## src/rtl/fb_pkg.sv

```systemverilog
// rtl/fb_pkg.sv - shared constants and write-entry type for the frame-buffer port arbiter
package fb_pkg;

    localparam int H_ACTIVE    = 640;
    localparam int V_ACTIVE    = 480;
    localparam int DATA_W      = 8;
    localparam int ADDR_W      = 19;
    localparam int FB_PIXELS   = H_ACTIVE * V_ACTIVE;
    localparam int WFIFO_DEPTH = 4;

    // One buffered sobel pixel; sof restarts the linear write address at 0.
    typedef struct packed {
        logic              sof;
        logic [DATA_W-1:0] data;
    } wr_entry_t;

endpackage

```

## src/rtl/fb_wr_fifo.sv

```systemverilog
// rtl/fb_wr_fifo.sv - synchronous write FIFO with full/empty flags and same-cycle push/pop
module fb_wr_fifo #(
    parameter int WIDTH = 9,
    parameter int DEPTH = 4
) (
    input  logic             clk,
    input  logic             rst_n,
    input  logic             push_i,
    input  logic [WIDTH-1:0] push_data_i,
    input  logic             pop_i,
    output logic [WIDTH-1:0] pop_data_o,
    output logic             full_o,
    output logic             empty_o
);

    localparam int PTR_W = (DEPTH > 1) ? $clog2(DEPTH) : 1;

    logic [WIDTH-1:0] mem_q [DEPTH];
    logic [PTR_W-1:0] wptr_q, wptr_d;
    logic [PTR_W-1:0] rptr_q, rptr_d;
    logic [PTR_W:0]   count_q, count_d;
    logic             push_ok;
    logic             pop_ok;

    assign full_o     = (count_q == (PTR_W+1)'(DEPTH));
    assign empty_o    = (count_q == '0);
    assign push_ok    = push_i && !full_o;
    assign pop_ok     = pop_i && !empty_o;
    assign pop_data_o = mem_q[rptr_q];

    // Storage array; no reset needed since empty_o masks stale entries.
    always_ff @(posedge clk) begin
        if (push_ok) begin
            mem_q[wptr_q] <= push_data_i;
        end
    end

    // Pointer and occupancy next state; depth is a power of two so pointers wrap naturally.
    always_comb begin
        wptr_d  = wptr_q;
        rptr_d  = rptr_q;
        count_d = count_q;
        if (push_ok) begin
            wptr_d = wptr_q + PTR_W'(1);
        end
        if (pop_ok) begin
            rptr_d = rptr_q + PTR_W'(1);
        end
        if (push_ok && !pop_ok) begin
            count_d = count_q + (PTR_W+1)'(1);
        end else if (!push_ok && pop_ok) begin
            count_d = count_q - (PTR_W+1)'(1);
        end
    end

    // Pointer and occupancy registers.
    always_ff @(posedge clk or negedge rst_n) begin
        if (!rst_n) begin
            wptr_q  <= '0;
            rptr_q  <= '0;
            count_q <= '0;
        end else begin
            wptr_q  <= wptr_d;
            rptr_q  <= rptr_d;
            count_q <= count_d;
        end
    end

endmodule

```

## src/rtl/fb_port_arbiter.sv

```systemverilog
// rtl/fb_port_arbiter.sv - single-port frame-buffer BRAM arbiter: VGA reads first, buffered sobel writes fill idle cycles
module fb_port_arbiter
    import fb_pkg::*;
#(
    parameter int H_ACTIVE    = fb_pkg::H_ACTIVE,
    parameter int V_ACTIVE    = fb_pkg::V_ACTIVE,
    parameter int ADDR_W      = fb_pkg::ADDR_W,
    parameter int WFIFO_DEPTH = fb_pkg::WFIFO_DEPTH
) (
    input  logic              clk,
    input  logic              rst_n,
    input  logic              rd_req_i,
    input  logic [ADDR_W-1:0] rd_addr_i,
    output logic [DATA_W-1:0] rd_data_o,
    output logic              rd_valid_o,
    input  logic              wr_valid_i,
    input  logic              wr_sof_i,
    input  logic [DATA_W-1:0] wr_data_i,
    output logic              wr_ready_o,
    output logic [ADDR_W-1:0] bram_addr_o,
    output logic [DATA_W-1:0] bram_din_o,
    output logic              bram_we_o,
    input  logic [DATA_W-1:0] bram_dout_i,
    output logic              frame_done_o,
    output logic [7:0]        frames_written_o
);

    localparam int                FB_PIX    = H_ACTIVE * V_ACTIVE;
    localparam logic [ADDR_W-1:0] LAST_ADDR = ADDR_W'(FB_PIX - 1);

    wr_entry_t         push_entry;
    wr_entry_t         head;
    logic              fifo_full;
    logic              fifo_empty;
    logic              pop;
    logic              rd_oor;
    logic [ADDR_W-1:0] wr_addr_sel;
    logic              wr_last;

    logic [ADDR_W-1:0] bram_addr_q, bram_addr_d;
    logic [DATA_W-1:0] bram_din_q, bram_din_d;
    logic              bram_we_q, bram_we_d;
    logic [ADDR_W-1:0] wr_addr_q, wr_addr_d;
    logic              done_pend_q, done_pend_d;
    logic              frame_done_q;
    logic [7:0]        frames_q;
    logic              rd_s1_q, rd_s1_oor_q;
    logic              rd_s2_q, rd_s2_oor_q;
    logic              rd_valid_q;
    logic [DATA_W-1:0] rd_data_q;

    assign push_entry = '{sof: wr_sof_i, data: wr_data_i};

    fb_wr_fifo #(
        .WIDTH ($bits(wr_entry_t)),
        .DEPTH (WFIFO_DEPTH)
    ) u_wr_fifo (
        .clk         (clk),
        .rst_n       (rst_n),
        .push_i      (wr_valid_i),
        .push_data_i (push_entry),
        .pop_i       (pop),
        .pop_data_o  (head),
        .full_o      (fifo_full),
        .empty_o     (fifo_empty)
    );

    assign wr_ready_o  = !fifo_full;
    assign pop         = !rd_req_i && !fifo_empty;
    // Widened compare so a frame that exactly fills the address space is still handled.
    assign rd_oor      = ({1'b0, rd_addr_i} >= (ADDR_W+1)'(FB_PIX));
    assign wr_addr_sel = head.sof ? '0 : wr_addr_q;
    assign wr_last     = (wr_addr_sel == LAST_ADDR);

    // Port arbitration: a read owns the cycle; a write only drains the FIFO when the reader is idle.
    always_comb begin
        bram_addr_d = bram_addr_q;
        bram_din_d  = bram_din_q;
        bram_we_d   = 1'b0;
        wr_addr_d   = wr_addr_q;
        done_pend_d = 1'b0;
        if (rd_req_i) begin
            if (!rd_oor) begin
                bram_addr_d = rd_addr_i;
            end
        end else if (pop) begin
            bram_addr_d = wr_addr_sel;
            bram_din_d  = head.data;
            bram_we_d   = 1'b1;
            wr_addr_d   = wr_last ? '0 : wr_addr_sel + ADDR_W'(1);
            done_pend_d = wr_last;
        end
    end

    // BRAM port, write address counter and frame-completion bookkeeping.
    always_ff @(posedge clk or negedge rst_n) begin
        if (!rst_n) begin
            bram_addr_q  <= '0;
            bram_din_q   <= '0;
            bram_we_q    <= 1'b0;
            wr_addr_q    <= '0;
            done_pend_q  <= 1'b0;
            frame_done_q <= 1'b0;
            frames_q     <= '0;
        end else begin
            bram_addr_q  <= bram_addr_d;
            bram_din_q   <= bram_din_d;
            bram_we_q    <= bram_we_d;
            wr_addr_q    <= wr_addr_d;
            done_pend_q  <= done_pend_d;
            frame_done_q <= done_pend_q;
            if (done_pend_q) begin
                frames_q <= frames_q + 8'd1;
            end
        end
    end

    // Read return pipeline: port drive, BRAM latency, then capture; out-of-range reads return 0.
    always_ff @(posedge clk or negedge rst_n) begin
        if (!rst_n) begin
            rd_s1_q     <= 1'b0;
            rd_s1_oor_q <= 1'b0;
            rd_s2_q     <= 1'b0;
            rd_s2_oor_q <= 1'b0;
            rd_valid_q  <= 1'b0;
            rd_data_q   <= '0;
        end else begin
            rd_s1_q     <= rd_req_i;
            rd_s1_oor_q <= rd_req_i && rd_oor;
            rd_s2_q     <= rd_s1_q;
            rd_s2_oor_q <= rd_s1_oor_q;
            rd_valid_q  <= rd_s2_q;
            if (rd_s2_q) begin
                rd_data_q <= rd_s2_oor_q ? '0 : bram_dout_i;
            end
        end
    end

    assign bram_addr_o      = bram_addr_q;
    assign bram_din_o       = bram_din_q;
    assign bram_we_o        = bram_we_q;
    assign frame_done_o     = frame_done_q;
    assign frames_written_o = frames_q;
    assign rd_valid_o       = rd_valid_q;
    assign rd_data_o        = rd_data_q;

endmodule

```

## config.mk

```make
export PLATFORM = sky130hd
export DESIGN_NAME = fb_port_arbiter
export DESIGN_NICKNAME = d
export VERILOG_FILES = /design/src/rtl/fb_pkg.sv /design/src/rtl/fb_wr_fifo.sv /design/src/rtl/fb_port_arbiter.sv
export SDC_FILE = /design/constraint.sdc
export NUM_CORES = 1
export LEC_CHECK = 0
export BUFFER_PORTS_ARGS = -buffer_cell sky130_fd_sc_hd__buf_2
export CORE_ASPECT_RATIO = 2
export CORE_MARGIN = 1
export CORE_UTILIZATION = 56
export DETAILED_ROUTE_END_ITERATION = 6
export GPL_ROUTABILITY_DRIVEN = 0
export PLACE_DENSITY = 0.79
export SLEW_MARGIN = 20
export SYNTH_ARGS = -nofsm -noshare
export SYNTH_HDL_FRONTEND = slang
export SYNTH_SLANG_ARGS = --single-unit
```

## constraint.sdc

```tcl
create_clock -name clk -period 3.9 [get_ports clk]
set_clock_uncertainty 0.1 [all_clocks]
set_input_delay 0.39 -clock clk [delete_from_list [all_inputs] [get_ports clk]]
set_output_delay 0.39 -clock clk [all_outputs]
set_load 0.01 [all_outputs]
```

* Yosys cells after proc, flatten, opt, wreduce, memory -nomap -nowiden *
Memories as Yosys holds them, arrays and structs flattened.
Cells that the tools add are included.

word-level totals
  register bits after elaboration = 77
  RAM bits = 36
  memories kept = 1
  word-level logic and storage cells = 58
  bits of input ports = 40
  output and inout port bits = 47

memories
  memory           words  width  rd ports  clocked after memory_dff  write ports  line              RTL
  u_wr_fifo.mem_q  4      9      1         0                         1            fb_wr_fifo.sv:18  logic [WIDTH-1:0] mem_q [DEPTH];

operators by class
  reduce and logical (&&, ||, !) cells = 16
  $lt $le $gt $ge = 1
  add/subtract/negate cells = 6
  muxes and demuxes = 14
  bitwise operators = 1
  equal/unequal tests = 3

operators with widths
  cell                   count
  $mux 19                5
  $add 19x1->19 const B  1
  $eq 19x19->1 const B   1
  $ge 19x19->1 const B   1
  $add 8x1->8 const B    1
  $mux 8                 1
  $logic_and 1x1->1      6
  $mux 1                 6
  $mux 3                 2
  $logic_not 1->1        5
  $add 2x1->2 const B    2
  $reduce_and 2->1       2
  $reduce_bool 2->1      2
  $add 3x1->3 const B    1
  $eq 3x3->1 const B     1
  $logic_not 3->1        1
  $sub 3x1->3 const B    1
  $ne 2x2->1 const B     1
  $not 1->1              1

* Logic depth before layout (Yosys ltp) *
Gate-level depths: netlist of run 1.

  depth after elaboration = 7
  mapped depth = 11
  depth with buffers taken out = 9

* By module *
Synthesis of run 1 repeated with hierarchy kept, for this count alone.

second synthesis, totals
  cells, all modules = 416
  area, all modules = 4934.7 um^2

modules (own cells, without submodules)
  module           sequential area each (um^2)  cells each  area an instance (um^2)  instances
  fb_port_arbiter  1751.7                       333         3213.1                   1
  fb_wr_fifo       1256.2                       83          1721.7                   1

* Worst setup path before layout of run 1 *
Ideal clock, no wire load.

  path kind = register to register
  start = reg u_wr_fifo.rptr_q[0]
  end = reg wr_addr_q[18]
  slack = 1.046 ns
  buffers on the path = 2
  data arrival time = 2.633 ns
  setup time = 0.121 ns
  required time = 3.679 ns
  period minus slack after synthesis = 2.854 ns
  cell stages (with the launch flop) = 11
  cell sequence = dfrtp_1 -> mux4_2 -> clkbuf_1 -> nor2b_1 -> ha_1 -> nand4_1 -> nor2_1 -> clkbuf_1 -> nand3_1 -> mux2_2 -> a22o_1

between the ends
  word-level cells in the longest chain between the ends = 4
  elaborated cells on any way between the ends = 5
  classes of those cells = 1 x add/sub; 1 x eq/ne; 2 x mux; 1 x memory

RTL lines
  item                                           line                                          RTL
  start, declared                                fb_wr_fifo.sv:20                              logic [PTR_W-1:0] rptr_q, rptr_d;
  start signal, assigned                         fb_wr_fifo.sv:64                              rptr_q <= rptr_d;
  $mem_v2 4x9 (*)                                n/a
  $mux 19 (*)                                    fb_port_arbiter.sv:72                         assign wr_addr_sel = head.sof ? '0 : wr_addr_q;
  $add 19x1->19 or $eq 19x19->1 (tied branches)  fb_port_arbiter.sv:90, fb_port_arbiter.sv:73
  $mux 19 (*)                                    fb_port_arbiter.sv:90                         wr_addr_d = wr_last ? '0 : wr_addr_sel + ADDR_W'(1);
  end signal, assigned                           fb_port_arbiter.sv:109                        wr_addr_q <= wr_addr_d;
  end, declared                                  fb_port_arbiter.sv:43                         logic [ADDR_W-1:0] wr_addr_q, wr_addr_d;

Mark *: on every way between the ends. The rest lies on a longest branch, timed or not.
A chain may end at the register's enable or synchronous reset.

* Worst setup path in the final report of run 1 *
  start = reg u_wr_fifo.rptr_q[0]
  end = reg wr_addr_q[3]

The elaborated chain is that of the path after synthesis.

==> impl_metrics.xml, run 1 <==
<?xml version="1.0" encoding="UTF-8"?>
<metrics>
  <group name="pwr">
    <metric name="vdd_drop_max" unit="mV">0.566</metric>
    <metric name="power_per_cell_area" unit="nW/um2">676</metric>
    <metric name="total_power" unit="mW">4.07</metric>
    <metric name="total_leakage_power" unit="nW">2.70</metric>
  </group>
  <group name="logic_synthesis">
    <metric name="synth.mux.area_fraction" unit="%">5.82</metric>
    <metric name="synth_enable_flop_cells" unit="">36</metric>
    <metric name="netlist.top_cell.by_area" unit="">sky130_fd_sc_hd__dfrtp_1</metric>
    <metric name="postSynthCellCount" unit="">421</metric>
    <metric name="top_cells_by_area_synth" unit="">sky130_fd_sc_hd__dfrtp_1 (39%), sky130_fd_sc_hd__edfxtp_1 (22%), sky130_fd_sc_hd__nand2_1 (5.0%)</metric>
    <metric name="synth.top_cell.area_share" unit="%">39.1</metric>
    <metric name="synth-adder-area-share" unit="%">2.18</metric>
    <metric name="postSynthRegisterBits" unit="">113</metric>
    <metric name="synth_ff_type" unit="">sky130_fd_sc_hd__dfrtp_1</metric>
    <metric name="synth_cell_type_count" unit="">49</metric>
    <metric name="synth_top_family_by_area" unit="">simple AND/OR/NAND/NOR gates</metric>
    <metric name="synthesized_area_fraction_occupied_by_xor_and_xnor_cells" unit="%">2.31</metric>
    <metric name="ys_async_sr_fraction" unit="%">68.1</metric>
    <metric name="most_numerous_cell_in_the_yosys_netlist" unit="">sky130_fd_sc_hd__dfrtp_1</metric>
    <metric name="synth.avg_cell_area" unit="um2">11.7</metric>
    <metric name="synth_compound_gate_area_share" unit="%">10.0</metric>
    <metric name="synth_warnings" unit="">0</metric>
    <metric name="synth_seq_area_share" unit="%">61.0</metric>
    <metric name="synth.top_cells.by_count" unit="">sky130_fd_sc_hd__dfrtp_1 (77), sky130_fd_sc_hd__nand2_1 (65), sky130_fd_sc_hd__o21ai_0 (38)</metric>
    <metric name="synth.net_count" unit="">469</metric>
    <metric name="synthesis.area" unit="um2">4930</metric>
    <metric name="yosys.area_share.simple" unit="%">15.4</metric>
  </group>
  <group name="floorplanning">
    <metric name="placementRows" unit="">48</metric>
    <metric name="design.core.area" unit="um2">8590</metric>
    <metric name="die_y" unit="um">135</metric>
    <metric name="die_area" unit="um2">9200</metric>
    <metric name="chipWidth" unit="um">68.3</metric>
    <metric name="pin_count" unit="">87</metric>
    <metric name="initial_utilization" unit="%">57.4</metric>
  </group>
  <group name="clock_tree">
    <metric name="cts-hold-fix-buffers" unit="">0</metric>
    <metric name="clock_tree.buffer_depth" unit="">2</metric>
    <metric name="worstSkewPairLatency" unit="ns">0.41</metric>
    <metric name="tritoncts_clock_tree" unit="">done</metric>
    <metric name="ctsHtreeMaxLevel" unit="">4</metric>
    <metric name="tritoncts.num_buffers" unit="">17</metric>
    <metric name="cts_setup_buffers" unit="">0</metric>
    <metric name="cts.sink_count" unit="">113</metric>
    <metric name="cts.clk_slew.worst_paths" unit="ns">0.05</metric>
    <metric name="post_cts.resized_instances" unit="">0</metric>
    <metric name="clk_root_buffer_cell" unit="">sky130_fd_sc_hd__clkbuf_16</metric>
  </group>
  <group name="sta">
    <metric name="setup_repair_after_global_routing_missed_its_margin" unit="">false</metric>
    <metric name="report.final.setup_viol" unit="">0</metric>
    <metric name="clock.fmax" unit="MHz">285</metric>
    <metric name="finalHoldViolCount" unit="">0</metric>
    <metric name="slew-limit-headroom" unit="%">37.1</metric>
    <metric name="finalHoldWorstSlack" unit="ns">0.0222</metric>
    <metric name="tns" unit="ns">0</metric>
    <metric name="min_period_over_period" unit="%">89.8</metric>
    <metric name="slew_worst_pin" unit="ns">0.943</metric>
    <metric name="final_critical_path_time_including_i_o_delays_and_setup" unit="ns">3.50</metric>
    <metric name="slew_viol_final" unit="">0</metric>
  </group>
  <group name="cells_and_area">
    <metric name="layout.cells.non_filler" unit="">619</metric>
    <metric name="final.fill_count" unit="">601</metric>
    <metric name="post_route_cells_drive_above_1_share" unit="%">26.2</metric>
    <metric name="final_net_count" unit="">554</metric>
    <metric name="ff_latch_area" unit="um2">3010</metric>
    <metric name="area_growth_syn_to_layout" unit="%">22.2</metric>
    <metric name="multiInputGateArea" unit="um2">1760</metric>
    <metric name="antenna-diode-count" unit="">0</metric>
  </group>
  <group name="critical_path">
    <metric name="reg2reg_to" unit="">wr_addr_q[3]$_DFFE_PN0P_</metric>
    <metric name="cp.required" unit="ns">4.10</metric>
    <metric name="crit_fanout" unit="">11</metric>
    <metric name="timing.reg2reg.setup_slack" unit="ns">0.40</metric>
    <metric name="critPathArrivalTime" unit="ns">3.70</metric>
    <metric name="critPathCaptureType" unit="">flip-flop</metric>
    <metric name="crit_type" unit="">flip-flop to flip-flop</metric>
    <metric name="worst_setup_sp_type" unit="">flip-flop</metric>
    <metric name="crit-reg2reg-launch" unit="">u_wr_fifo.rptr_q[0]$_DFFE_PN0P_</metric>
    <metric name="worst-r2r-cell-count" unit="">9</metric>
  </group>
  <group name="grt">
    <metric name="grt_pass1_wl" unit="um">17300</metric>
    <metric name="grt_start_max_net_pins" unit="">78</metric>
    <metric name="grt_remaining_overflow" unit="">0</metric>
    <metric name="antenna_found_initial" unit="">0</metric>
    <metric name="first_global_vias" unit="">3751</metric>
    <metric name="total_track_usage" unit="%">26.3</metric>
  </group>
  <group name="drt">
    <metric name="antenna_violating_nets_remaining" unit="">0</metric>
    <metric name="remaining_drc_errors" unit="">0</metric>
    <metric name="drt_wl_total" unit="um">10700</metric>
    <metric name="routed_wire_length_per_instance" unit="um">17.3</metric>
    <metric name="detailed_router_iteration_count_before_antenna_repair" unit="">4</metric>
    <metric name="route.detailed.vias_per_inst" unit="">5.82</metric>
    <metric name="drt_first_iter_violations" unit="">229</metric>
    <metric name="route.vias.total" unit="">3604</metric>
  </group>
  <group name="min_path">
    <metric name="hp-class" unit="">input port to async pin</metric>
  </group>
  <group name="placed_design">
    <metric name="placedCellCount" unit="">587</metric>
    <metric name="detailedPlacementHpwl" unit="um">7320</metric>
    <metric name="portBuffers" unit="">86</metric>
  </group>
  <group name="outcome">
    <metric name="status" unit="">finished clean</metric>
  </group>
  <group name="flow_run">
    <metric name="maxCapViolCount" unit="">0</metric>
  </group>
</metrics>
## kinds of logic (layout without fill, tap and decap cells)
kind of cell,Yosys count,count (layout)
mux,17,17
simple gates,144,144
flops,113,113
fa+ha+maj,8,8
xor+xnor,13,13
compound gates,85,85
buf+inv,41,139
## per-stage QoR
stage / area, um2 / util, % / worst slack (ns)
after floorplan: 4930 / - / 1.05
after global placement: 5420 / 63.1 / 0.610
after detailed placement: 5420 / 63.1 / 0.474
after CTS: 6020 / 70.1 / 0.447
after global routing: 6020 / 70.1 / 0.103
final: 6020 / 70.1 / 0.396
## state kept, by name (all words and copies together), names as in the netlist, 2 cells and up
name,cells
bram_addr_o,19
bram_din_o,8
frames_written_o,8
rd_data_o,8
u_wr_fifo.count_q,3
u_wr_fifo.mem_q,36
u_wr_fifo.rptr_q,2
u_wr_fifo.wptr_q,2
wr_addr_q,19
## how the worst max path moves through the flow
stage	startpoint	end	slack, ns	cells after the start
after floorplan	u_wr_fifo.rptr_q[0]$_DFFE_PN0P_	wr_addr_q[18]$_DFFE_PN0P_	1.05	10
after global placement	u_wr_fifo.rptr_q[0]$_DFFE_PN0P_	wr_addr_q[3]$_DFFE_PN0P_	0.61	9
after detailed placement	u_wr_fifo.rptr_q[0]$_DFFE_PN0P_	wr_addr_q[3]$_DFFE_PN0P_	0.47	9
after CTS	u_wr_fifo.rptr_q[0]$_DFFE_PN0P_	wr_addr_q[6]$_DFFE_PN0P_	0.45	9
after global routing	u_wr_fifo.rptr_q[0]$_DFFE_PN0P_	wr_addr_q[6]$_DFFE_PN0P_	0.10	9
final	u_wr_fifo.rptr_q[0]$_DFFE_PN0P_	wr_addr_q[3]$_DFFE_PN0P_	0.40	9
## layout by cell type (no fill, tap or decap), types with 3 or more instances in the layout
cell and count:
sky130_fd_sc_hd__inv_1 18, sky130_fd_sc_hd__a21o_1 3, sky130_fd_sc_hd__mux2i_1 5, sky130_fd_sc_hd__a21oi_1 25
sky130_fd_sc_hd__nand4b_1 3, sky130_fd_sc_hd__edfxtp_1 36, sky130_fd_sc_hd__xor2_1 5, sky130_fd_sc_hd__clkinv_2 7
sky130_fd_sc_hd__buf_4 4, sky130_fd_sc_hd__nor2_1 12, sky130_fd_sc_hd__buf_2 85, sky130_fd_sc_hd__a22o_1 3
sky130_fd_sc_hd__clkbuf_16 19, sky130_fd_sc_hd__mux4_2 9, sky130_fd_sc_hd__mux2_2 3, sky130_fd_sc_hd__nand4_1 8
sky130_fd_sc_hd__dfrtp_1 77, sky130_fd_sc_hd__nor3b_1 13, sky130_fd_sc_hd__o21ai_0 38, sky130_fd_sc_hd__o31a_1 3
sky130_fd_sc_hd__ha_1 7, sky130_fd_sc_hd__nand3b_1 11, sky130_fd_sc_hd__and3_1 7, sky130_fd_sc_hd__a31oi_1 4
sky130_fd_sc_hd__nand2_1 65, sky130_fd_sc_hd__xnor2_1 8, sky130_fd_sc_hd__nand3_1 7
## layer usage
metal / global-route usage, % / routed length [um] / share of wire [%]
met4: 16.2 / 494 / 4.6
met5: 0 / 0 / 0
met2: 45.9 / 5920 / 55
met1: 25.5 / 3700 / 35
met3: 7.94 / 588 / 5.5
## critical path, cell delays in order (launching register included)
cell and delay (ns):
sky130_fd_sc_hd__dfrtp_1 0.33, sky130_fd_sc_hd__buf_4 0.24, sky130_fd_sc_hd__mux4_2 0.56, sky130_fd_sc_hd__nor2b_1 0.23
sky130_fd_sc_hd__ha_1 0.33, sky130_fd_sc_hd__nand4_1 0.17, sky130_fd_sc_hd__nor2_1 0.55, sky130_fd_sc_hd__a21oi_1 0.44
sky130_fd_sc_hd__a21o_1 0.28, sky130_fd_sc_hd__a22o_1 0.17
## where the power goes
| group | leakage (nW) | switching, mW | internal, mW | total, mW |
|---|---|---|---|---|
| logic | 1.07 | 0.545 | 0.390 | 0.935 |
| registers | 1.33 | 0.148 | 1.46 | 1.61 |
| clock network | 0.303 | 0.506 | 1.02 | 1.53 |
| total | 2.70 | 1.20 | 2.87 | 4.07 |
## area by class of cell
type                       instances  area share [%]
clock buffer                      22            8.25
clock inverter                    10            1.73
inverter                          18            1.12
multi-input combinational        267            29.3
sequential                       113            50.0
tap                              100            2.08
timing repair buffer              89            7.57
Note: power is estimated with default switching activity, not from simulation.
==> run 2: changes to the inputs <==
--- a/config.mk
+++ b/config.mk
@@ -15,4 +15,5 @@
 export SLEW_MARGIN = 20
 export SYNTH_ARGS = -nofsm -noshare
 export SYNTH_HDL_FRONTEND = slang
+export SYNTH_HIERARCHICAL = 1
 export SYNTH_SLANG_ARGS = --single-unit
==> impl_metrics.xml, run 2 <==
<?xml version="1.0" encoding="UTF-8"?>
<metrics>
  <group name="clock_tree">
    <metric name="clock_tree.buffer_depth" unit="">2</metric>
    <metric name="cts_setup_buffers" unit="">0</metric>
    <metric name="tritoncts_clock_tree" unit="">done</metric>
    <metric name="cts-hold-fix-buffers" unit="">0</metric>
    <metric name="post_cts.resized_instances" unit="">0</metric>
    <metric name="tritoncts.num_buffers" unit="">17</metric>
    <metric name="clk_root_buffer_cell" unit="">sky130_fd_sc_hd__clkbuf_16</metric>
    <metric name="cts.sink_count" unit="">113</metric>
    <metric name="ctsHtreeMaxLevel" unit="">4</metric>
    <metric name="worstSkewPairLatency" unit="ns">0.41</metric>
    <metric name="cts.clk_slew.worst_paths" unit="ns">0.05</metric>
  </group>
  <group name="cells_and_area">
    <metric name="largest_reg_flops" unit="">36</metric>
    <metric name="area_growth_syn_to_layout" unit="%">22.1</metric>
    <metric name="antenna-diode-count" unit="">0</metric>
    <metric name="final_net_count" unit="">553</metric>
    <metric name="layout.cell_area.non_filler" unit="um2">6030</metric>
    <metric name="final.fill_count" unit="">608</metric>
    <metric name="final_common_cell" unit="">sky130_fd_sc_hd__buf_2</metric>
    <metric name="layout.cells.non_filler" unit="">618</metric>
    <metric name="top_register" unit="">u_wr_fifo/mem_q</metric>
    <metric name="post_route_cells_drive_above_1_share" unit="%">26.8</metric>
    <metric name="most-common-layout-cells" unit="">sky130_fd_sc_hd__buf_2 (85), sky130_fd_sc_hd__dfrtp_1 (77), sky130_fd_sc_hd__nand2_1 (63), sky130_fd_sc_hd__o21ai_0 (41), sky130_fd_sc_hd__edfxtp_1 (36)</metric>
  </group>
  <group name="critical_path">
    <metric name="cp.required" unit="ns">4.09</metric>
    <metric name="crit-reg2reg-launch" unit="">u_wr_fifo/rptr_q[1]$_DFFE_PN0P_</metric>
    <metric name="worst-r2r-cell-count" unit="">8</metric>
    <metric name="crit_type" unit="">flip-flop to flip-flop</metric>
    <metric name="critPathArrivalTime" unit="ns">3.32</metric>
    <metric name="critPathCaptureType" unit="">flip-flop</metric>
    <metric name="worstPathCellList" unit="">mux4_2, nor2b_1, ha_1, nand3_1, nor4_4, a21oi_2, and3_1, a211o_1</metric>
    <metric name="slowest_stage" unit="">sky130_fd_sc_hd__dfrtp_1</metric>
    <metric name="timing.reg2reg.setup_slack" unit="ns">0.77</metric>
    <metric name="worst_setup_sp_type" unit="">flip-flop</metric>
    <metric name="worst_path_largest_cell_delay" unit="ns">0.65</metric>
    <metric name="reg2reg_to" unit="">wr_addr_q[11]$_DFFE_PN0P_</metric>
    <metric name="crit_fanout" unit="">22</metric>
  </group>
  <group name="placed_design">
    <metric name="placedCellCount" unit="">586</metric>
    <metric name="place_ws" unit="ns">0.803</metric>
    <metric name="detailedPlacementHpwl" unit="um">7010</metric>
    <metric name="portBuffers" unit="">86</metric>
    <metric name="placement_cell_area" unit="um2">5430</metric>
  </group>
  <group name="drt">
    <metric name="drt_wl_total" unit="um">10400</metric>
    <metric name="detailed_router_iteration_count_before_antenna_repair" unit="">4</metric>
    <metric name="antenna_violating_nets_remaining" unit="">0</metric>
    <metric name="remaining_drc_errors" unit="">0</metric>
    <metric name="drt_first_iter_violations" unit="">205</metric>
    <metric name="route.vias.total" unit="">3503</metric>
    <metric name="routed_wire_length_per_instance" unit="um">16.8</metric>
    <metric name="route.detailed.vias_per_inst" unit="">5.67</metric>
  </group>
  <group name="logic_synthesis">
    <metric name="synth_cell_type_count" unit="">52</metric>
    <metric name="synth.top_cells.by_count" unit="">sky130_fd_sc_hd__dfrtp_1 (77), sky130_fd_sc_hd__nand2_1 (63), sky130_fd_sc_hd__o21ai_0 (41)</metric>
    <metric name="synth_ff_type" unit="">sky130_fd_sc_hd__dfrtp_1</metric>
    <metric name="synth_enable_flop_cells" unit="">36</metric>
    <metric name="ys_async_sr_fraction" unit="%">68.1</metric>
    <metric name="synth.net_count" unit="">464</metric>
    <metric name="synth.top_cell.area_share" unit="%">39.0</metric>
    <metric name="postSynthRegisterBits" unit="">113</metric>
    <metric name="synthesis.area" unit="um2">4930</metric>
    <metric name="synthesized_area_fraction_occupied_by_xor_and_xnor_cells" unit="%">2.31</metric>
    <metric name="synth-adder-area-share" unit="%">2.18</metric>
    <metric name="yosys.area_share.simple" unit="%">15.7</metric>
    <metric name="synth_warnings" unit="">6</metric>
    <metric name="synth_compound_gate_area_share" unit="%">9.23</metric>
    <metric name="postSynthCellCount" unit="">416</metric>
    <metric name="synth.avg_cell_area" unit="um2">11.9</metric>
    <metric name="most_numerous_cell_in_the_yosys_netlist" unit="">sky130_fd_sc_hd__dfrtp_1</metric>
    <metric name="synth_top_family_by_area" unit="">simple AND/OR/NAND/NOR gates</metric>
    <metric name="synth.mux.area_fraction" unit="%">6.09</metric>
    <metric name="netlist.top_cell.by_area" unit="">sky130_fd_sc_hd__dfrtp_1</metric>
    <metric name="top_cells_by_area_synth" unit="">sky130_fd_sc_hd__dfrtp_1 (39%), sky130_fd_sc_hd__edfxtp_1 (22%), sky130_fd_sc_hd__nand2_1 (4.8%)</metric>
    <metric name="synth_seq_area_share" unit="%">61.0</metric>
  </group>
  <group name="flow_run">
    <metric name="maxCapViolCount" unit="">0</metric>
  </group>
  <group name="pwr">
    <metric name="sw_frac_of_total" unit="%">30.7</metric>
    <metric name="total_leakage_power" unit="nW">2.71</metric>
    <metric name="comb_power_share" unit="%">23.5</metric>
    <metric name="vdd_drop_max" unit="mV">0.526</metric>
    <metric name="power.clock.fraction" unit="%">36.1</metric>
    <metric name="sequentialPowerShare" unit="%">40.3</metric>
    <metric name="total_power" unit="mW">4.25</metric>
    <metric name="power_per_cell_area" unit="nW/um2">705</metric>
    <metric name="internal-power" unit="mW">2.94</metric>
    <metric name="switching_power" unit="mW">1.31</metric>
  </group>
  <group name="outcome">
    <metric name="status" unit="">finished clean</metric>
  </group>
  <group name="grt">
    <metric name="grt_use_met2" unit="%">46.2</metric>
    <metric name="first_global_vias" unit="">3630</metric>
    <metric name="total_track_usage" unit="%">25.3</metric>
    <metric name="use_met3" unit="%">7.01</metric>
    <metric name="groute.layer.met1.usage" unit="%">24.1</metric>
    <metric name="grt_start_max_net_pins" unit="">78</metric>
    <metric name="antenna_found_initial" unit="">0</metric>
    <metric name="grt_remaining_overflow" unit="">0</metric>
    <metric name="grt_pass1_wl" unit="um">16600</metric>
    <metric name="busiest_layer" unit="">met2</metric>
  </group>
  <group name="sta">
    <metric name="clock.fmax" unit="MHz">320</metric>
    <metric name="final_critical_path_time_including_i_o_delays_and_setup" unit="ns">3.13</metric>
    <metric name="finalHoldViolCount" unit="">0</metric>
    <metric name="setup_repair_after_global_routing_missed_its_margin" unit="">false</metric>
    <metric name="slew-limit-headroom" unit="%">36.4</metric>
    <metric name="min_period_over_period" unit="%">80.2</metric>
    <metric name="slew_viol_final" unit="">0</metric>
    <metric name="report.final.setup_viol" unit="">0</metric>
    <metric name="tns" unit="ns">0</metric>
    <metric name="layout_setup_ws" unit="ns">0.772</metric>
    <metric name="slew_worst_pin" unit="ns">0.954</metric>
  </group>
  <group name="floorplanning">
    <metric name="pin_count" unit="">87</metric>
    <metric name="placementRows" unit="">48</metric>
    <metric name="chipWidth" unit="um">68.4</metric>
    <metric name="die_y" unit="um">135</metric>
    <metric name="initial_utilization" unit="%">57.5</metric>
    <metric name="die_area" unit="um2">9210</metric>
    <metric name="design.core.area" unit="um2">8590</metric>
  </group>
  <group name="min_path">
    <metric name="hp-class" unit="">input port to async pin</metric>
  </group>
</metrics>
run 2: cell count changes after synthesis, sizes merged, moves of 4 or more:
cell / delta
a22oi: +10
buf: +4
a21oi: -11
or3: +4
nand3: +7
nor3b: -8
clkbuf: -7
nor3: +4
run 2: cell type report:
| cell class | instances | area [um2] | area share (%) |
|---|---|---|---|
| repair buffers | 90 | 463 | 7.68 |
| well taps | 100 | 125 | 2.08 |
| clock buffers | 18 | 429 | 7.12 |
| flip-flops and latches | 113 | 3010 | 49.9 |
| inverters | 21 | 78.8 | 1.31 |
| clock inverters | 14 | 164 | 2.72 |
| multi-input cells | 262 | 1760 | 29.2 |
run 2: how the worst max path moves through the flow:
stage                     cells after the start                   endpoint                            start
final                                         8  wr_addr_q[11]$_DFFE_PN0P_  u_wr_fifo/rptr_q[1]$_DFFE_PN0P_
after global routing                          8   wr_addr_q[0]$_DFFE_PN0P_  u_wr_fifo/rptr_q[1]$_DFFE_PN0P_
after CTS                                     8  wr_addr_q[11]$_DFFE_PN0P_  u_wr_fifo/rptr_q[1]$_DFFE_PN0P_
after detailed placement                      8   wr_addr_q[0]$_DFFE_PN0P_  u_wr_fifo/rptr_q[1]$_DFFE_PN0P_
after global placement                        8  wr_addr_q[11]$_DFFE_PN0P_  u_wr_fifo/rptr_q[1]$_DFFE_PN0P_
after floorplan                              10  wr_addr_q[16]$_DFFE_PN0P_  u_wr_fifo/rptr_q[0]$_DFFE_PN0P_
run 2: cell families (layout without fill, tap and decap cells):
kind of cell             after synthesis  after routing
adder cells (fa/ha/maj)                8              8
buffers and inverters                 41            143
multiplexers                          18             18
AND/OR/NAND/NOR                      144            144
flip-flops                           113            113
AO/OA/AOI/OAI                         79             79
XOR/XNOR                              13             13
run 2: power groups by stage:
stage	clock network (mW)	logic (mW)	registers [mW]
3_3_place_gp	0	0.957	1.71
4_1_cts	1.55	1.01	1.72
5_1_grt	1.61	1.12	1.75
6_report	1.53	0.999	1.71
2_1_floorplan	0	0.689	1.70
3_5_place_dp	0	0.993	1.73
run 2: worst max-delay path: cells and delay by family, from the launching register on:
kind / cells / cell delay, ns
and+or+nand+nor: 4 / 0.97
DFF: 1 / 0.65
muxes: 1 / 0.59
AOI/OAI and AO/OA: 2 / 0.46
adders and majority gates: 1 / 0.24
run 2: metal layers:
metal	wire [um]	share of wire, %	vias to the layer above
li1	-	-	1655
met1	3560	34	1686
met2	5890	57	128
met3	535	5.1	34
met4	413	4.0	0
met5	0	0	-
run 2: stage by stage:
stage	util, %	hold WS [ns]
3_3_place_gp	63.3	0.232
5_1_grt	70.2	0.0865
6_report	70.2	0.0287
2_1_floorplan	-	-0.00559
4_1_cts	70.2	0.0584
3_5_place_dp	63.3	0.235
==> run 3: changes to the inputs <==
==> constraint.sdc (replaced) <==
create_clock -name clk -period 3.05 [get_ports clk]
set_clock_uncertainty 0.1 [all_clocks]
set_input_delay 0.305 -clock clk [delete_from_list [all_inputs] [get_ports clk]]
set_output_delay 0.305 -clock clk [all_outputs]
set_load 0.01 [all_outputs]
==> impl_metrics.xml, run 3 (same netlist as run 2, synthesis figures left out) <==
<?xml version="1.0" encoding="UTF-8"?>
<metrics>
  <group name="outcome">
    <metric name="status" unit="">finished clean</metric>
  </group>
  <group name="grt">
    <metric name="first_global_vias" unit="">3756</metric>
    <metric name="grt_pass1_wl" unit="um">17000</metric>
    <metric name="antenna_found_initial" unit="">0</metric>
    <metric name="grt_remaining_overflow" unit="">0</metric>
    <metric name="grt_start_max_net_pins" unit="">78</metric>
    <metric name="total_track_usage" unit="%">25.6</metric>
  </group>
  <group name="drt">
    <metric name="remaining_drc_errors" unit="">0</metric>
    <metric name="detailed_router_iteration_count_before_antenna_repair" unit="">5</metric>
    <metric name="routed_wire_length_per_instance" unit="um">17.0</metric>
    <metric name="drt_wl_total" unit="um">10700</metric>
    <metric name="drt_first_iter_violations" unit="">264</metric>
    <metric name="antenna_violating_nets_remaining" unit="">0</metric>
    <metric name="route.vias.total" unit="">3648</metric>
    <metric name="route.detailed.vias_per_inst" unit="">5.83</metric>
  </group>
  <group name="clock_tree">
    <metric name="cts_setup_buffers" unit="">0</metric>
    <metric name="worstSkewPairLatency" unit="ns">0.40</metric>
    <metric name="cts.clk_slew.worst_paths" unit="ns">0.05</metric>
    <metric name="cts-hold-fix-buffers" unit="">1</metric>
    <metric name="ctsHtreeMaxLevel" unit="">4</metric>
    <metric name="cts.sink_count" unit="">113</metric>
    <metric name="clk_root_buffer_cell" unit="">sky130_fd_sc_hd__clkbuf_16</metric>
    <metric name="tritoncts.num_buffers" unit="">17</metric>
    <metric name="tritoncts_clock_tree" unit="">done</metric>
    <metric name="clock_tree.buffer_depth" unit="">2</metric>
    <metric name="post_cts.resized_instances" unit="">0</metric>
  </group>
  <group name="critical_path">
    <metric name="cp.required" unit="ns">3.28</metric>
    <metric name="crit_fanout" unit="">5</metric>
    <metric name="worst_path_largest_cell_delay" unit="ns">0.55</metric>
    <metric name="timing.critical_path.buf_inv" unit="">0</metric>
    <metric name="critPathLaunch" unit="">u_wr_fifo/rptr_q[0]$_DFFE_PN0P_</metric>
    <metric name="timing.reg2reg.setup_slack" unit="ns">0.25</metric>
    <metric name="critPathCaptureType" unit="">flip-flop</metric>
    <metric name="crit_cells" unit="">8</metric>
    <metric name="slowest_stage" unit="">sky130_fd_sc_hd__mux4_2</metric>
    <metric name="worst_setup_sp_type" unit="">flip-flop</metric>
    <metric name="worst-r2r-cell-count" unit="">8</metric>
    <metric name="critPathArrivalTime" unit="ns">3.03</metric>
    <metric name="crit_path_frequent_cell" unit="">sky130_fd_sc_hd__nand3_1</metric>
    <metric name="critPathTopFamily" unit="">simple AND/OR/NAND/NOR gates</metric>
    <metric name="crit_type" unit="">flip-flop to flip-flop</metric>
    <metric name="crit-reg2reg-launch" unit="">u_wr_fifo/rptr_q[0]$_DFFE_PN0P_</metric>
    <metric name="critical_path.endpoint" unit="">wr_addr_q[16]$_DFFE_PN0P_</metric>
    <metric name="worstPathCellList" unit="">mux4_2, nor2b_1, ha_1, nand3_1, nor2_1, nand2_1, or4_1, nand3_1</metric>
    <metric name="reg2reg_to" unit="">wr_addr_q[16]$_DFFE_PN0P_</metric>
  </group>
  <group name="pwr">
    <metric name="total_power" unit="mW">5.49</metric>
    <metric name="vdd_drop_max" unit="mV">0.689</metric>
    <metric name="total_leakage_power" unit="nW">2.74</metric>
    <metric name="power_per_cell_area" unit="nW/um2">902</metric>
  </group>
  <group name="cells_and_area">
    <metric name="area_growth_syn_to_layout" unit="%">23.3</metric>
    <metric name="antenna-diode-count" unit="">0</metric>
    <metric name="final_core_utilization" unit="%">70.8</metric>
    <metric name="post_route_cells_drive_above_1_share" unit="%">27.6</metric>
    <metric name="final_net_count" unit="">561</metric>
    <metric name="most-common-layout-cells" unit="">sky130_fd_sc_hd__buf_2 (85), sky130_fd_sc_hd__dfrtp_1 (77), sky130_fd_sc_hd__nand2_1 (63), sky130_fd_sc_hd__o21ai_0 (41), sky130_fd_sc_hd__edfxtp_1 (36)</metric>
    <metric name="top_register" unit="">u_wr_fifo/mem_q</metric>
    <metric name="final.fill_count" unit="">624</metric>
    <metric name="ff_latch_area" unit="um2">3010</metric>
    <metric name="multiInputGateArea" unit="um2">1760</metric>
    <metric name="final_common_cell" unit="">sky130_fd_sc_hd__buf_2</metric>
    <metric name="largest_reg_flops" unit="">36</metric>
  </group>
  <group name="flow_run">
    <metric name="maxCapViolCount" unit="">0</metric>
  </group>
  <group name="floorplanning">
    <metric name="design.core.area" unit="um2">8590</metric>
    <metric name="die_y" unit="um">135</metric>
    <metric name="initial_utilization" unit="%">57.5</metric>
    <metric name="pin_count" unit="">87</metric>
    <metric name="chipWidth" unit="um">68.4</metric>
    <metric name="placementRows" unit="">48</metric>
    <metric name="die_area" unit="um2">9210</metric>
  </group>
  <group name="min_path">
    <metric name="hp-class" unit="">input port to flip-flop</metric>
  </group>
  <group name="sta">
    <metric name="slew-limit-headroom" unit="%">34.2</metric>
    <metric name="slew_viol_final" unit="">0</metric>
    <metric name="tns" unit="ns">0</metric>
    <metric name="layout_setup_ws" unit="ns">0.248</metric>
    <metric name="min_period_over_period" unit="%">91.9</metric>
    <metric name="final_critical_path_time_including_i_o_delays_and_setup" unit="ns">2.80</metric>
    <metric name="slew_worst_pin" unit="ns">0.987</metric>
    <metric name="clock.fmax" unit="MHz">357</metric>
    <metric name="setup_repair_after_global_routing_missed_its_margin" unit="">false</metric>
    <metric name="finalHoldViolCount" unit="">0</metric>
    <metric name="report.final.setup_viol" unit="">0</metric>
  </group>
  <group name="placed_design">
    <metric name="detailedPlacementHpwl" unit="um">7280</metric>
    <metric name="portBuffers" unit="">86</metric>
    <metric name="place_ws" unit="ns">0.356</metric>
  </group>
</metrics>
==> run 3: changes by cell type in the layout (fill, tap and decap cells not counted) <==
cell	delta
sky130_fd_sc_hd__clkinv_4	-2
sky130_fd_sc_hd__dlygate4sd3_1	+1
sky130_fd_sc_hd__inv_6	-1
sky130_fd_sc_hd__clkbuf_1	+3
sky130_fd_sc_hd__clkinv_2	+1
sky130_fd_sc_hd__clkbuf_8	+1
sky130_fd_sc_hd__buf_4	+7
sky130_fd_sc_hd__clkinv_1	-2
==> run 3: layout make-up <==
type	count	area share (%)
multi-input cells	262	28.9
well taps	100	2.06
clock inverters	10	2.22
flip-flops and latches	113	49.4
repair buffers	98	8.64
clock buffers	22	7.46
inverters	21	1.30
==> run 3: routing by layer <==
metal / wire length [um] / vias up / track usage (%) / part of all wire [%]
met5: 0 / - / 0 / 0
met4: 413 / 0 / 15.3 / 3.9
met3: 482 / 41 / 5.91 / 4.5
met2: 5970 / 154 / 45.6 / 56
met1: 3790 / 1771 / 25.3 / 36
li1: - / 1682 / - / -
==> run 3: how the worst min path moves through the flow <==
stage	start	endpoint	slack [ns]	cells after the start
after detailed placement	rd_s1_q$_DFF_PN0_	rd_s2_q$_DFF_PN0_	0.24	0
after global placement	rd_s1_q$_DFF_PN0_	rd_s2_q$_DFF_PN0_	0.23	0
after CTS	wr_data_i[4]	u_wr_fifo/mem_q[0][4]$_DFFE_PP_	0.004	1
after global routing	wr_data_i[0]	u_wr_fifo/mem_q[3][0]$_DFFE_PP_	0.009	1
final	wr_data_i[4]	u_wr_fifo/mem_q[0][4]$_DFFE_PP_	0.02	1
after floorplan	rst_n	bram_addr_o[0]$_DFFE_PN0P_	-0.09	0
==> run 3: power breakdown <==
group,total [mW],leakage (nW),switching [mW],internal [mW]
Combinational,1.38,1.15,0.770,0.607
Clock,1.95,0.278,0.649,1.30
Sequential,2.16,1.32,0.237,1.92
Total,5.49,2.74,1.66,3.83
==> run 3: stage by stage <==
step                area (um2)  cells  hold slack (ns)
floorplan                 4930    416          -0.0906
global placement          5490    593            0.232
detailed placement        5490    593            0.237
CTS                       6080    626          0.00442
global route              6080    626          0.00946
finish                    6080    626           0.0218
